==> src/rtl/hazard_stall_ctrl.sv <==
// Pipeline hazard/stall controller: load-use bubble, taken-branch squash and
// data-memory wait freeze. It drives the stage write enables, flushes and stall statistics.
module hazard_stall_ctrl #(
  parameter int REG_W       = 2,
  parameter int CNT_W       = 16,
  parameter int MEM_TIMEOUT = 15
) (
  input  logic             clk,
  input  logic             rst_n,
  input  logic             MemRead_EX,
  input  logic [REG_W-1:0] Rd_EX,
  input  logic [REG_W-1:0] Rs_ID,
  input  logic [REG_W-1:0] Rt_ID,
  input  logic             UsesRs_ID,
  input  logic             UsesRt_ID,
  input  logic             Branch_EX,
  input  logic             mem_req_MEM,
  input  logic             mem_ready,
  output logic             PC_Write,
  output logic             IF_ID_Write,
  output logic             ID_EX_Write,
  output logic             EX_MEM_Write,
  output logic             IF_ID_Flush,
  output logic             ID_EX_Flush,
  output logic [CNT_W-1:0] stall_cycles,
  output logic             mem_timeout
);

  typedef enum logic [1:0] {
    RUN      = 2'd0,
    LU_STALL = 2'd1,
    MEM_WAIT = 2'd2
  } state_t;

  localparam logic [7:0] TIMEOUT = 8'(MEM_TIMEOUT);

  state_t           state_q, state_d;
  logic [7:0]       wait_cnt_q, wait_cnt_d;
  logic [CNT_W-1:0] stall_cycles_q, stall_cycles_d;
  logic             mem_timeout_q, mem_timeout_d;

  logic lu, mw;
  logic pc_w, ifid_w, idex_w, exmem_w, ifid_f, idex_f;

  function automatic logic [CNT_W-1:0] sat_inc_stall(input logic [CNT_W-1:0] v);
    return (&v) ? v : v + CNT_W'(1);
  endfunction

  function automatic logic [7:0] sat_inc_wait(input logic [7:0] v);
    return (&v) ? v : v + 8'd1;
  endfunction

  always_comb begin
    lu = MemRead_EX & ((UsesRs_ID & (Rs_ID == Rd_EX)) | (UsesRt_ID & (Rt_ID == Rd_EX)));
    mw = mem_req_MEM & ~mem_ready;

    pc_w          = 1'b1;
    ifid_w        = 1'b1;
    idex_w        = 1'b1;
    exmem_w       = 1'b1;
    ifid_f        = 1'b0;
    idex_f        = 1'b0;
    state_d       = RUN;
    wait_cnt_d    = '0;
    mem_timeout_d = mem_timeout_q;

    if (state_q == MEM_WAIT && !mem_ready) begin
      // Full freeze; branches are ignored until memory answers.
      pc_w       = 1'b0;
      ifid_w     = 1'b0;
      idex_w     = 1'b0;
      exmem_w    = 1'b0;
      state_d    = MEM_WAIT;
      wait_cnt_d = sat_inc_wait(wait_cnt_q);
      if (wait_cnt_q == TIMEOUT) mem_timeout_d = 1'b1;
    end else if (state_q != MEM_WAIT && mw) begin
      pc_w       = 1'b0;
      ifid_w     = 1'b0;
      idex_w     = 1'b0;
      exmem_w    = 1'b0;
      state_d    = MEM_WAIT;
      wait_cnt_d = 8'd1;
    end else if (Branch_EX) begin
      // The load-use consumer sits in ID and is squashed, so no bubble is needed.
      ifid_f = 1'b1;
      idex_f = 1'b1;
    end else if (lu && state_q != LU_STALL) begin
      pc_w   = 1'b0;
      ifid_w = 1'b0;
      idex_f = 1'b1;
      if (state_q == RUN) state_d = LU_STALL;
    end

    if (!rst_n) begin
      pc_w    = 1'b0;
      ifid_w  = 1'b0;
      idex_w  = 1'b0;
      exmem_w = 1'b0;
      ifid_f  = 1'b1;
      idex_f  = 1'b1;
    end

    stall_cycles_d = pc_w ? stall_cycles_q : sat_inc_stall(stall_cycles_q);
  end

  always_ff @(posedge clk) begin
    if (!rst_n) begin
      state_q        <= RUN;
      wait_cnt_q     <= '0;
      stall_cycles_q <= '0;
      mem_timeout_q  <= 1'b0;
    end else begin
      state_q        <= state_d;
      wait_cnt_q     <= wait_cnt_d;
      stall_cycles_q <= stall_cycles_d;
      mem_timeout_q  <= mem_timeout_d;
    end
  end

  assign PC_Write     = pc_w;
  assign IF_ID_Write  = ifid_w;
  assign ID_EX_Write  = idex_w;
  assign EX_MEM_Write = exmem_w;
  assign IF_ID_Flush  = ifid_f;
  assign ID_EX_Flush  = idex_f;
  assign stall_cycles = stall_cycles_q;
  assign mem_timeout  = mem_timeout_q;

endmodule

==> config.mk <==
export PLATFORM = sky130hd
export DESIGN_NAME = hazard_stall_ctrl
export DESIGN_NICKNAME = d
export VERILOG_FILES = /design/src/rtl/hazard_stall_ctrl.sv
export SDC_FILE = /design/constraint.sdc
export NUM_CORES = 1
export LEC_CHECK = 0
export ABC_AREA = 1
export CAP_MARGIN = 15
export CORE_ASPECT_RATIO = 0.9
export CORE_UTILIZATION = 50
export DETAILED_ROUTE_END_ITERATION = 10
export PLACE_DENSITY = 0.8
export SLEW_MARGIN = 10
export SYNTH_ARGS = -nofsm -noshare
export SYNTH_HDL_FRONTEND = slang
export SYNTH_SLANG_ARGS = --single-unit
==> constraint.sdc <==
create_clock -name clk -period 1.75 [get_ports clk]
set_input_delay 0.35 -clock clk [delete_from_list [all_inputs] [get_ports clk]]
set_output_delay 0.35 -clock clk [all_outputs]
set_load 0.05 [all_outputs]
==> reports/summary.txt, run 1 <==
Die X: 62.3 um
Mux contribution to synthesized area: 0%
Num rows: 19
Tcrit/Tclk final: 107%
Startpoint types: input pin
CP max FO: 2
Req. time, crit path: 1.40 ns
Pwr Density: 539 nW/um2
Xor/xnor share of the synthesized area: 5.36%
Met3 Routed Length: 348 um
Failing checks: negative setup slack
Nets: 307
PortBufs: 36
Die area: 3500 um2
Tmin final: 1.88 ns
Final setup viols: 6
Hold Fails Final Rpt: 0
ANT nets after route: 0
Worst Tran Pin Value: 0.485 ns
Syn Area/Cell: 6.93 um2
RSZ-0062 raised after global routing: yes
Sequential area share after synthesis: 33.1%
Synth Flop Type: dfxtp_1
Placed instance count: 323
CTS tree: yes
Largest family of logic cells by synthesized area: simple AND/OR/NAND/NOR gates
Peak supply drop: 0.485 mV
Yosys reg bits: 27
Rel. slew slack: 67.4%
N_diodes: 0
Met2 WL post-DR: 1870 um
Area grow syn2layout: 39.0%
Overall Power: 0.00123 W
Post-synthesis adder-cell area fraction: 1.53%
Synth Area in Compound Gates: 14.2%
IO Pins: 37
Final non-filler cell total: 332
Drt wl/cell: 12.3 um
Worst Path Arrival: 1.53 ns
Critical path class: in2out
Via Count: 1760
Post-Syn Nets: 252
CTS buffer count: 3
WL final: 4070 um
FFs w/ async S/R, synth: 0%
Outcome: complete, but fails checks
Number of flops mapped to enable cells by yosys: 0
Residual DRC: 0
Worst Setup End Kind: output pin
DRT Pass-1 Iters: 4
Synth Area in Simple Gates: 37.4%
Layout cells sized above 1: 31.0%
Pin count of the biggest net entering global routing: 17
Top Layer Used: met4
GRT overflow: 0
Netlist Area Pre-Place: 1640 um2
H-tree depth: 1
Hold crit path type: reg2reg
Buffer depth of the longest clock path: 2
Vias in the first global route: 1426
WL met1: 1790 um
Core area: 3090 um2
CTS root buffer: clkbuf_4
Post-synth cell types: 34
Cells after Synth: 236
Max Slew Vio Count: 0
First-pass GRT wire length: 6200 um
Worst skew pair latency: 0.35 ns
Hpwl dp: 2780 um
PnR worst setup slack: -0.129 ns
Place WS: -0.342 ns
Initial antenna violation count: 0
First DRT Iteration DRCs: 126
Routability Congestion: 0.925
Synth warnings: 0
FMAX: 532 MHz
# hold bufs at CTS: 0
Sink Count: 27
Pleak: 0.963 nW
Post-layout util: 73.6%
Max-cap viol count: 0
Die Height: 56.3 um
Clk slew on worst S/H paths: 0.16 ns
DR vias/cell: 5.30
Initial Util: 52.9%
Clk_skew: 0.00519 ns
Gr usage total: 22.1%
timing repair:
item	in CTS	in global routing
gates cloned	0	1
resized for setup	11	9
setup endpoints to repair	6	8
pin swaps	8	0
setup buffers	2	2
per-stage QoR:
stage / hold WS (ns) / cell area [um2] / setup TNS (ns)
2_1_floorplan: 0.456 / 1680 / -0.402
3_3_place_gp: 0.437 / 2170 / -5.13
3_5_place_dp: 0.439 / 2170 / -5.83
4_1_cts: 0.470 / 2210 / -0.395
5_1_grt: 0.495 / 2270 / -1.09
6_report: 0.464 / 2270 / -0.620
critical path: stages:
cell and delay, ns:
clkdlybuf4s50_1 0.47, a21boi_2 0.20, nand3_2 0.12, nand2_4 0.09, clkinvlp_4 0.12, buf_12 0.17
area by class of cell:
cell class / count / area [um2]
repair buffers: 56 / 522
clock inverters: 1 / 5.00
flip-flops and latches: 27 / 556
inverters: 25 / 97.6
well taps: 42 / 52.6
fillers: 245 / 817
multi-input cells: 178 / 1020
clock buffers: 3 / 22.5
state kept, by name (all words and copies together), names as in the netlist:
signal and count:
mem_timeout 1, state_q 2, stall_cycles 16, wait_cnt_q 8
routing by layer:
layer	vias up	track usage, %
li1	888	-
met1	795	31.5
met2	71	33.4
met3	6	4.07
met4	0	7.97
met5	-	0
Yosys cell counts, types with 2 or more instances:
master	n	share of area [%]
nand2_1	61	14
dfxtp_1	27	33
nand3_1	26	8.0
inv_1	24	5.5
nor2_1	21	4.8
a21oi_1	12	3.7
a21oi_2	10	5.4
xor2_1	8	4.3
nor3_1	7	2.1
o21ai_0	5	1.5
nand4_1	3	1.1
a211oi_1	2	0.92
a31oi_1	2	0.76
buf_2	2	0.61
buf_4	2	0.92
clkbuf_1	2	0.46
ha_1	2	1.5
nand2_2	2	0.76
nand3b_1	2	0.92
xnor2_1	2	1.1
placed cells by master (no fill, tap or decap), types with 9 or more instances in the layout:
cell,instances
dfxtp_2,9
nand3_1,25
inv_1,21
nor2_1,19
a21oi_2,12
dfxtp_1,17
a21oi_1,10
buf_4,36
nand2_1,60
power by group:
group          switching [W]  internal [W]  total (W)
registers         0.00000992      0.000625   0.000635
logic               0.000168      0.000129   0.000297
clock network       0.000208     0.0000864   0.000294
total               0.000385      0.000841    0.00123
worst paths after layout:
kind / from / end / slack (ns) / cells after the start
max reg2reg: state_q[1] / stall_cycles[13] / 0.03 / 11
max: MemRead_EX / IF_ID_Write / -0.13 / 6
min: mem_timeout / mem_timeout / 0.46 / 2
min reg2reg: mem_timeout / mem_timeout / 0.46 / 2
cell families after synthesis:
group	count (synthesis)
AO/OA/AOI/OAI	35
AND/OR/NAND/NOR	130
adder cells (fa/ha/maj)	2
buffers and inverters	32
flip-flops	27
XOR/XNOR	10
(Power assumes the default switching activity.)
==> run 2, diff against run 1 <==
==> constraint.sdc (replaced) <==
create_clock -name clk -period 1.75 [get_ports clk]
set_input_delay 0.175 -clock clk [delete_from_list [all_inputs] [get_ports clk]]
set_output_delay 0.175 -clock clk [all_outputs]
set_load 0.05 [all_outputs]
==> run 2 against run 1 <==
Net effect:
- the run now ends clean
- critical path type is now reg2out
- first-iteration DRC count decreased by 18%
- clock power decreased by 7.8%
- clock skew decreased by 0.0026 ns
- global-route usage decreased by 1.1 points
- power decreased by 3.9%
- highest routed layer unchanged
- count of clock-buffer cells in the layout increased by 1
- fmax increased by 11%
==> reports/summary.txt, run 2 (synthesized netlist as in run 1, its figures left out) <==
Outcome: complete, no violations
Crit path largest cell delay: 0.79 ns
R2R cell count: 8
Clk slew on worst S/H paths: 0.14 ns
Worst Setup End Kind: output pin
Comb pwr share: 23.2%
Startpoint types: register
Gr usage total: 21.1%
Worst Tran Pin Value: 0.505 ns
H-tree depth: 1
Switching Share: 29.3%
First-pass GRT wire length: 5980 um
N_diodes: 0
Reg2Reg Capture Point: wait_cnt_q[4]
Clock share of power: 23.0%
Critical path class: reg2out
Buffer depth of the longest clock path: 2
Req. time, crit path: 1.57 ns
GRT overflow: 0
Max reg flops: 16
Pwr Density: 533 nW/um2
DR vias/cell: 5.08
Num rows: 19
Rel. slew slack: 66.3%
Pleak: 0.973 nW
Die area: 3500 um2
Core area: 3090 um2
Nets: 295
Final setup viols: 0
PnR worst setup slack: 0.0636 ns
Via Count: 1625
Worst hold start: Rd_EX[1]
# hold bufs at CTS: 0
FF-to-FF setup slack: 0.13 ns
CP max FO: 5
Clk_skew: 0.00261 ns
Routability Congestion: 0.894
Pin count of the biggest net entering global routing: 17
Internal: 0.000833 W
Max-cap viol count: 0
Multi-input gate area: 991 um2
Worst Path Arrival: 1.51 ns
Peak supply drop: 0.508 mV
Max Slew Vio Count: 0
Residual DRC: 0
Drt wl/cell: 11.5 um
Sequential power share: 53.9%
CTS tree: yes
RSZ-0062 raised after global routing: no
Initial Util: 52.9%
Cell Chain, Critical Path: clkdlybuf4s50_1
Top delay family on crit path: buffers and inverters
Hold crit path type: in2reg
Crit path buffers/inverters: 1
DRT Pass-1 Iters: 4
Fillers: 262
Layout cells sized above 1: 22.7%
Worst skew pair latency: 0.33 ns
FMAX: 593 MHz
Hpwl dp: 2770 um
ANT nets after route: 0
First DRT Iteration DRCs: 103
Hold EP: state_q[0]
Place WS: -0.0155 ns
IO Pins: 37
Hold Fails Final Rpt: 0
Die X: 62.3 um
Reg-to-Reg Start: wait_cnt_q[0]
PortBufs: 36
CTS buffer count: 3
Sink Count: 27
WL final: 3680 um
Most frequent cells in the layout: nand2_1 (59), nand3_1 (25), inv_1 (22), nor2_1 (20), dfxtp_1 (17)
Overall Power: 0.00118 W
Vias in the first global route: 1353
Die Height: 56.3 um
Area grow syn2layout: 35.3%
Tmin final: 1.69 ns
Hold depth: 7
CTS root buffer: clkbuf_4
Tcrit/Tclk final: 96.4%
Initial antenna violation count: 0
Slowest cell on crit path: clkdlybuf4s50_1
Net switching power: 0.000346 W
Leading cell type in the layout, fill and taps excluded: nand2_1
Reg area: 556 um2
[run 2: power groups by stage]
stage               combinational [W]  clock [W]  sequential [W]
finish                       0.000273   0.000271        0.000635
global route                 0.000290   0.000305        0.000637
CTS                          0.000270   0.000286        0.000635
detailed placement           0.000266          0        0.000648
global placement             0.000263          0        0.000648
floorplan                    0.000135          0        0.000667
[run 2: stage by stage]
| stage | cell area, um2 | TNS (ns) | hold slack, ns | instances | util (%) |
|---|---|---|---|---|---|
| after global routing | 2210 | 0 | 0.469 | 320 | 71.6 |
| after floorplan | 1660 | -0.164 | 0.288 | 236 | - |
| after global placement | 2130 | 0 | 0.435 | 315 | 69.0 |
| after CTS | 2170 | 0 | 0.477 | 320 | 70.1 |
| final | 2210 | 0 | 0.417 | 320 | 71.6 |
| after detailed placement | 2130 | -0.0625 | 0.449 | 315 | 69.0 |
[run 2: per-layer routing]
metal / vias up / GRT usage, % / wire [um]
met2: 25 / 33.4 / 1700
met1: 737 / 29.7 / 1820
met3: 4 / 3.86 / 128
li1: 859 / - / -
met5: - / 0 / 0
met4: 0 / 4.98 / 27
[run 2: how the worst max path moves through the flow]
stage	cells after the start	from	endpoint
after floorplan	8	state_q[1]	PC_Write
after global placement	9	Rd_EX[0]	IF_ID_Write
after detailed placement	10	Rd_EX[0]	stall_cycles[2]
after CTS	1	stall_cycles[10]	stall_cycles[10]
after global routing	7	state_q[1]	PC_Write
final	1	stall_cycles[0]	stall_cycles[0]
[run 2: cell type report]
cell class	count	area share (%)
multi-input cells	177	44.8
well taps	42	2.38
inverters	25	4.41
repair buffers	45	22.1
flip-flops and latches	27	25.1
clock buffers	4	1.19
[run 2: timing repair]
action                     in CTS  in global routing
buffers inserted                1                  0
setup endpoints to repair       3                 15
gates resized for setup         2                 15
pin swaps                       4                  1
